===== config.mk =====
export PLATFORM = sky130hd
export DESIGN_NAME = can_rx_msg_buffer_flat
export DESIGN_NICKNAME = d
export VERILOG_FILES = /design/src/rtl/can_rx_msg_buffer_pkg.sv /design/src/rtl/can_rx_msg_buffer_if.sv /design/src/rtl/can_rx_msg_buffer_sync_fifo.sv /design/src/rtl/can_rx_msg_buffer.sv /design/src/flat_wrapper.sv
export SDC_FILE = /design/constraint.sdc
export NUM_CORES = 1
export LEC_CHECK = 0
export CAP_MARGIN = 40
export CORE_UTILIZATION = 55
export DETAILED_ROUTE_END_ITERATION = 8
export DONT_BUFFER_PORTS = 1
export HOLD_SLACK_MARGIN = 0.1
export MAX_ROUTING_LAYER = met4
export PLACE_DENSITY = 0.68
export SLEW_MARGIN = 25
export SYNTH_ARGS = -nofsm -noshare
export SYNTH_HDL_FRONTEND = slang
export SYNTH_SLANG_ARGS = --single-unit

===== constraint.sdc =====
create_clock -name clk -period 10.8 [get_ports clk]
set_input_delay 1.62 -clock clk [delete_from_list [all_inputs] [get_ports clk]]
set_output_delay 1.62 -clock clk [all_outputs]
set_load 0.02 [all_outputs]

===== src/rtl/can_rx_msg_buffer_pkg.sv =====
// Shared types and register-map constants for the CAN receive message buffer.
package can_rx_pkg;

   typedef struct packed {
      logic [10:0] id;
      logic        rtr;
      logic [3:0]  dlc;
      logic [63:0] data;
   } frame_t;

   typedef enum logic [0:0] {
      ST_IDLE   = 1'b0,
      ST_UPDATE = 1'b1
   } state_t;

   localparam int N_WORDS = 4;

   localparam int CTRL  = 0;
   localparam int IDDLC = 1;
   localparam int DLO   = 2;
   localparam int DHI   = 3;

   localparam int POP_BIT      = 0;
   localparam int OVF_CLR_BIT  = 1;
   localparam int VALID_BIT    = 8;
   localparam int OVF_BIT      = 9;
   localparam int COUNT_LSB    = 16;
   localparam int DROP_CNT_LSB = 24;

   function automatic logic [31:0] id_word(input frame_t f);
      return {12'b0, f.dlc, f.rtr, 4'b0, f.id};
   endfunction

endpackage


===== src/rtl/can_rx_msg_buffer_if.sv =====
// Frame-decoder and register-interface signals seen by the RX message buffer.
interface can_rx_msg_buffer_if;
   logic              frm_valid_i;
   logic [10:0]       frm_id_i;
   logic              frm_rtr_i;
   logic [3:0]        frm_dlc_i;
   logic [63:0]       frm_data_i;
   logic [3:0][31:0]  reg_data_o;
   logic              new_data_o;
   logic [3:0][31:0]  reg_data_i;

   modport master (
      output frm_valid_i, frm_id_i, frm_rtr_i, frm_dlc_i, frm_data_i, reg_data_i,
      input  reg_data_o, new_data_o
   );

   modport slave (
      input  frm_valid_i, frm_id_i, frm_rtr_i, frm_dlc_i, frm_data_i, reg_data_i,
      output reg_data_o, new_data_o
   );
endinterface


===== src/rtl/can_rx_msg_buffer_sync_fifo.sv =====
// Generic synchronous FIFO with first-word fall-through head and occupancy count.
module sync_fifo #(
   parameter int WIDTH = 8,
   parameter int DEPTH = 8,
   parameter int CNT_W = $clog2(DEPTH) + 1
) (
   input  logic             clk,
   input  logic             rst_n,
   input  logic             i_push,
   input  logic             i_pop,
   input  logic [WIDTH-1:0] i_data,
   output logic [WIDTH-1:0] o_data,
   output logic             o_full,
   output logic             o_empty,
   output logic [CNT_W-1:0] o_count
);
   localparam int PTR_W = $clog2(DEPTH);

   logic [WIDTH-1:0] r_mem [DEPTH];
   logic [PTR_W-1:0] r_wr_ptr;
   logic [PTR_W-1:0] r_rd_ptr;
   logic [CNT_W-1:0] r_count;
   logic             w_do_push;
   logic             w_do_pop;

   assign o_full    = (r_count == CNT_W'(DEPTH));
   assign o_empty   = (r_count == '0);
   assign o_count   = r_count;
   assign o_data    = r_mem[r_rd_ptr];
   // A pop frees a slot in the same cycle, so a full FIFO still accepts a push alongside it.
   assign w_do_pop  = i_pop && !o_empty;
   assign w_do_push = i_push && (!o_full || w_do_pop);

   always_ff @(posedge clk) begin
      if (w_do_push && rst_n) begin
         r_mem[r_wr_ptr] <= i_data;
      end
   end

   always_ff @(posedge clk) begin
      if (!rst_n) begin
         r_wr_ptr <= '0;
         r_rd_ptr <= '0;
         r_count  <= '0;
      end else begin
         if (w_do_push) r_wr_ptr <= r_wr_ptr + PTR_W'(1);
         if (w_do_pop)  r_rd_ptr <= r_rd_ptr + PTR_W'(1);
         case ({w_do_push, w_do_pop})
            2'b10:   r_count <= r_count + CNT_W'(1);
            2'b01:   r_count <= r_count - CNT_W'(1);
            default: r_count <= r_count;
         endcase
      end
   end
endmodule


===== src/rtl/can_rx_msg_buffer.sv =====
// Queues received CAN frames and mirrors head frame plus status into a 4-word register image.
//   state     | meaning
//   ST_IDLE   | image current; software commands in CTRL are accepted
//   ST_UPDATE | new_data_o high; register interface loads the image this cycle
module can_rx_msg_buffer
   import can_rx_pkg::*;
#(
   parameter int DEPTH = 8,
   parameter int CNT_W = $clog2(DEPTH) + 1
) (
   input  logic                clk,
   input  logic                rst_n,
   can_rx_msg_buffer_if.slave  bus
);
   state_t           r_state;
   state_t           w_state_nxt;
   logic             r_dirty;
   logic             w_dirty_nxt;
   logic             r_ovf;
   logic [7:0]       r_drop_cnt;

   logic             w_cmd_pop;
   logic             w_cmd_clr;
   logic             w_pop;
   logic             w_push;
   logic             w_drop;
   logic             w_event;
   frame_t           w_frm_in;
   frame_t           w_head;
   logic             w_full;
   logic             w_empty;
   logic [CNT_W-1:0] w_count;
   logic [3:0][31:0] w_image;
   logic             w_unused_reg;

   assign w_frm_in = '{id: bus.frm_id_i, rtr: bus.frm_rtr_i, dlc: bus.frm_dlc_i, data: bus.frm_data_i};

   // Command bits linger in CTRL until the next image load, so they only count in IDLE.
   assign w_cmd_pop = (r_state == ST_IDLE) && bus.reg_data_i[CTRL][POP_BIT];
   assign w_cmd_clr = (r_state == ST_IDLE) && bus.reg_data_i[CTRL][OVF_CLR_BIT];
   assign w_pop     = w_cmd_pop && !w_empty;
   assign w_push    = bus.frm_valid_i && (!w_full || w_pop);
   assign w_drop    = bus.frm_valid_i && w_full && !w_pop;
   assign w_event   = bus.frm_valid_i || w_cmd_pop || w_cmd_clr;

   assign w_unused_reg = ^{bus.reg_data_i[CTRL][31:2], bus.reg_data_i[IDDLC],
                           bus.reg_data_i[DLO], bus.reg_data_i[DHI]};

   sync_fifo #(
      .WIDTH ($bits(frame_t)),
      .DEPTH (DEPTH),
      .CNT_W (CNT_W)
   ) u_fifo (
      .clk     (clk),
      .rst_n   (rst_n),
      .i_push  (w_push),
      .i_pop   (w_pop),
      .i_data  (w_frm_in),
      .o_data  (w_head),
      .o_full  (w_full),
      .o_empty (w_empty),
      .o_count (w_count)
   );

   always_comb begin
      w_state_nxt = r_state;
      w_dirty_nxt = r_dirty || w_event;
      case (r_state)
         ST_IDLE: begin
            if (r_dirty || w_event) w_state_nxt = ST_UPDATE;
         end
         ST_UPDATE: begin
            if (!w_event) begin
               w_state_nxt = ST_IDLE;
               w_dirty_nxt = 1'b0;
            end
         end
         default: begin
            w_state_nxt = ST_IDLE;
            w_dirty_nxt = 1'b0;
         end
      endcase
   end

   always_ff @(posedge clk) begin
      if (!rst_n) begin
         r_state    <= ST_IDLE;
         r_dirty    <= 1'b0;
         r_ovf      <= 1'b0;
         r_drop_cnt <= '0;
      end else begin
         r_state <= w_state_nxt;
         r_dirty <= w_dirty_nxt;
         if (w_drop)         r_ovf <= 1'b1;
         else if (w_cmd_clr) r_ovf <= 1'b0;
         if (w_drop && (r_drop_cnt != 8'hFF)) r_drop_cnt <= r_drop_cnt + 8'd1;
      end
   end

   always_comb begin
      w_image = '0;
      w_image[CTRL][VALID_BIT]                 = !w_empty;
      w_image[CTRL][OVF_BIT]                   = r_ovf;
      w_image[CTRL][COUNT_LSB +: 8]            = 8'(w_count);
      w_image[CTRL][DROP_CNT_LSB +: 8]         = r_drop_cnt;
      if (!w_empty) begin
         w_image[IDDLC] = id_word(w_head);
         w_image[DLO]   = w_head.data[31:0];
         w_image[DHI]   = w_head.data[63:32];
      end
   end

   assign bus.reg_data_o = w_image;
   assign bus.new_data_o = (r_state == ST_UPDATE);
endmodule


===== src/flat_wrapper.sv =====
// flat-port wrapper written by rule: the top's interface ports become plain ports
module can_rx_msg_buffer_flat import can_rx_pkg::*;
#(
   parameter int DEPTH = 8,
   parameter int CNT_W = $clog2(DEPTH) + 1
)
  (clk, rst_n, bus_frm_valid_i, bus_frm_id_i, bus_frm_rtr_i, bus_frm_dlc_i, bus_frm_data_i, bus_reg_data_i, bus_reg_data_o, bus_new_data_o);
  can_rx_msg_buffer_if bus_i ();
  input  logic clk;
  input  logic rst_n;
  input wire logic [$bits(bus_i.frm_valid_i)-1:0] bus_frm_valid_i;
  input wire logic [$bits(bus_i.frm_id_i)-1:0] bus_frm_id_i;
  input wire logic [$bits(bus_i.frm_rtr_i)-1:0] bus_frm_rtr_i;
  input wire logic [$bits(bus_i.frm_dlc_i)-1:0] bus_frm_dlc_i;
  input wire logic [$bits(bus_i.frm_data_i)-1:0] bus_frm_data_i;
  input wire logic [$bits(bus_i.reg_data_i)-1:0] bus_reg_data_i;
  output wire logic [$bits(bus_i.reg_data_o)-1:0] bus_reg_data_o;
  output wire logic [$bits(bus_i.new_data_o)-1:0] bus_new_data_o;
  assign bus_i.frm_valid_i = bus_frm_valid_i;
  assign bus_i.frm_id_i = bus_frm_id_i;
  assign bus_i.frm_rtr_i = bus_frm_rtr_i;
  assign bus_i.frm_dlc_i = bus_frm_dlc_i;
  assign bus_i.frm_data_i = bus_frm_data_i;
  assign bus_i.reg_data_i = bus_reg_data_i;
  assign bus_reg_data_o = bus_i.reg_data_o;
  assign bus_new_data_o = bus_i.new_data_o;
  can_rx_msg_buffer #(.DEPTH(DEPTH), .CNT_W(CNT_W)) u_core (.clk(clk), .rst_n(rst_n), .bus(bus_i));
endmodule

==> metrics.txt <==
P&R area growth vs syn=11.7%; core box area=45700 um2; 1st-pass router iterations=4; mean post-synth cell area=21.6 um2; Mapped Area=25600 um2; DR iter-0 viols=861; post-CTS resize count=0; DR WL/cell=26.1 um; antenna cells=0; register area share after synthesis=0.769; Hold Slack=between 0.5 and 0.6 ns; Final HPWL DP=between 20000 and 30000 um; clk sink count=roughly 660; Post-CTS Hold Buffers=0; reg2reg setup slack=6.82 ns; setup violators final=0; VDD IR max=0.150 mV; Post-Route Skew=0.0110 ns; sw frac=0.268; port bufs=0; Final TNS setup=0 ns; Crit path buffers/inverters=4; die area=47400 um2; Top Ports=between 300 and 400; GRT Resource Usage Total=0.221; clock power share=0.363; CTS clock-pin slew for the worst setup and hold paths=0.06 ns; Worst Path Arrival=3.60 ns; Worst path slowest cell=dfxtp_4; Setup Fix Bufs, Post-CTS=0; Root Buffer=clkbuf_16; grt total ovfl=0; DRT antenna net count=0; Worst Max-Slew Pin Slew=~0.86 ns; latest clock arrival within the worst-skew pair=0.59 ns; Setup CP Type=reg -> out; sequential power share=0.461; Critical Path End Type=output port; FF-to-FF path depth=6; Max-Cap Viols=0; slew margin rel.=0.429; DIE WIDTH=218 um; cell family with most CP delay=buffers and inverters; Max Transition Viols Final=0; RePlAce Congestion=0.717; vias=11300; nets=1447; Clock Tree Buf Depth=3; post-synthesis instance total=1188; combinational share of power=0.176; Critical Path Fanout Max=33; CP endpoint=bus_reg_data_o[97]; CTS buffer count=between 60 and 70; placement-stage cell area=about 26000 um2; Static Leakage=a little under 0.009 uW; final worst slack=5.58 ns; filler cell count=3103; Setup WS pre-CTS=5.72 ns; Crit path required time=9.18 ns; Via density=6.00; most frequent cells in the layout=edfxtp_1, mux4_2, nor2_1; Syn. warnings=0; first-pass GRT wire length=~74000 um; period utilization=0.484; Hold WC Path Type=reg -> reg; Psw=between 1500 and 2000 uW; Routed Wire Length=just under 50000 um; crit path launch type=flip-flop; initial antenna violation count=0; slowest cell delay on critical path=0.70 ns; unrepaired setup endpoints after global routing=no; RR Endpoint=u_core.u_fifo.r_mem[0][0]; most common library cell in the layout ignoring fill and taps=edfxtp_1; height of the chip=218 um; Pwr Density=223 nW/um2; fraction of layout cells with a size suffix above 1=0.235; Initial Utilization=0.561; synthesized flop and latch total=664; final worst path period need=~5.2 ns; Worst path depth=7; vias in the first global route=12000; Unique masters post-synth=38; CTS tree=built; achievable frequency=approximately 190 MHz; R2R Path Start=u_core.u_fifo.o_count[1]; fin area=28600 um2; largest net degree at the start of global routing=between 40 and 50; final hold violations=0; Residual DRC=0; crit path cell chain=buf_4, buf_16, buf_4, buf_16, mux4_2, mux2i_1, nor2_1; status=finished clean; P_int=roughly 4700 uW; row count=78; Max H-tree Level=3
## how the worst min path moves through the flow
stage,slack (ns),start,end,cells after the start
after CTS,0.51,u_core.u_fifo.r_rd_ptr[1],flip-flop,2
after global placement,0.49,u_core.u_fifo.r_wr_ptr[0],u_core.u_fifo.r_wr_ptr[0],2
final,0.51,u_core.u_fifo.r_rd_ptr[1],flip-flop,2
after detailed placement,0.50,u_core.u_fifo.r_rd_ptr[1],flip-flop,2
after floorplan,0.45,u_core.r_ovf,u_core.r_ovf,2
after global routing,0.56,u_core.u_fifo.r_rd_ptr[1],flip-flop,2
## kinds of logic after synthesis
group	Yosys count	share of synthesized area
simple gates	139	0.0246
other cells	1	0.000146
buf+inv	102	0.0216
mux	245	0.174
xor+xnor	5	0.00171
fa+ha+maj	6	0.00293
flops	664	0.769
compound gates	26	0.00606
## cell usage after synthesis
cell	count	area, um2
edfxtp_1	640	19200
mux4_2	160	3600
nor2_1	93	349
mux2i_1	85	851
buf_4	35	263
clkbuf_1	28	105
dfxtp_1	24	480
buf_2	20	100
a21oi_1	11	55.1
buf_1	9	33.8
nand2_1	9	33.8
nor3_1	8	40.0
inv_1	7	26.3
o21ai_0	7	35.0
ha_1	6	75.1
nand2b_1	6	37.5
nand3_1	5	25.0
or4_1	5	37.5
o31ai_1	3	22.5
or3_1	3	18.8
xor2_1	3	26.3
buf_6	2	22.5
nand4_1	2	12.5
o41ai_1	2	17.5
xnor2_1	2	17.5
a311oi_1	1	8.76
a31oi_1	1	6.26
a41o_1	1	10.0
and4_1	1	8.76
clkinv_1	1	3.75
conb_1	1	3.75
nand4_2	1	12.5
nor2b_1	1	6.26
nor3_4	1	16.3
nor3b_1	1	7.51
nor4_1	1	6.26
nor4b_1	1	8.76
nor4bb_1	1	10.0
## per-layer routing
layer,wire length [um],global-route usage,vias up
li1,-,-,4898
met1,20300,0.279,6028
met4,975,0.0576,0
met5,0,-,-
met2,24600,0.354,281
met3,3260,0.0639,70
## power by group through the flow
| stage | clock network (uW) | logic, uW | registers [uW] |
|---|---|---|---|
| 2_1_floorplan | 0 | 930 | 2960 |
| 3_5_place_dp | 0 | 1140 | 2990 |
| 6_report | 2320 | 1120 | 2940 |
| 3_3_place_gp | 0 | 1110 | 2990 |
| 5_1_grt | 2450 | 1200 | 2940 |
| 4_1_cts | 2360 | 1150 | 2940 |
## tightest hold or removal path: cells and delay by family, from the launching register on
family	cells	cell delay [ns]
AOI/OAI and AO/OA	2	0.16
DFF	1	0.31
## final cells by class
class                      instances  area [um2]  share of cell area
clock buffer                      87        1850              0.0645
clock inverter                    34         365              0.0128
inverter                           8        30.0             0.00105
multi-input combinational        455        5540               0.194
sequential                       664       19700               0.689
tap                              600         751              0.0262
timing repair buffer              33         373              0.0130
## through the flow
step,utilization,total power [uW],cells
5_1_grt,0.627,6600,1881
6_report,0.627,6370,1881
3_3_place_gp,0.574,4100,1751
2_1_floorplan,-,3890,1221
4_1_cts,0.627,6450,1881
3_5_place_dp,0.578,4140,1760
## state kept, by name, summed over array words and instances (netlist names), named ones only
register and flops:
u_core.r_drop_cnt 8, u_core.r_ovf 1, u_core.u_fifo.r_wr_ptr 3, u_core.u_fifo.o_count 4
u_core.u_fifo.r_mem 640, u_core.bus.new_data_o 1, u_core.r_dirty 1, u_core.u_fifo.r_rd_ptr 3
No activity file was read; power rests on OpenSTA's default activity.
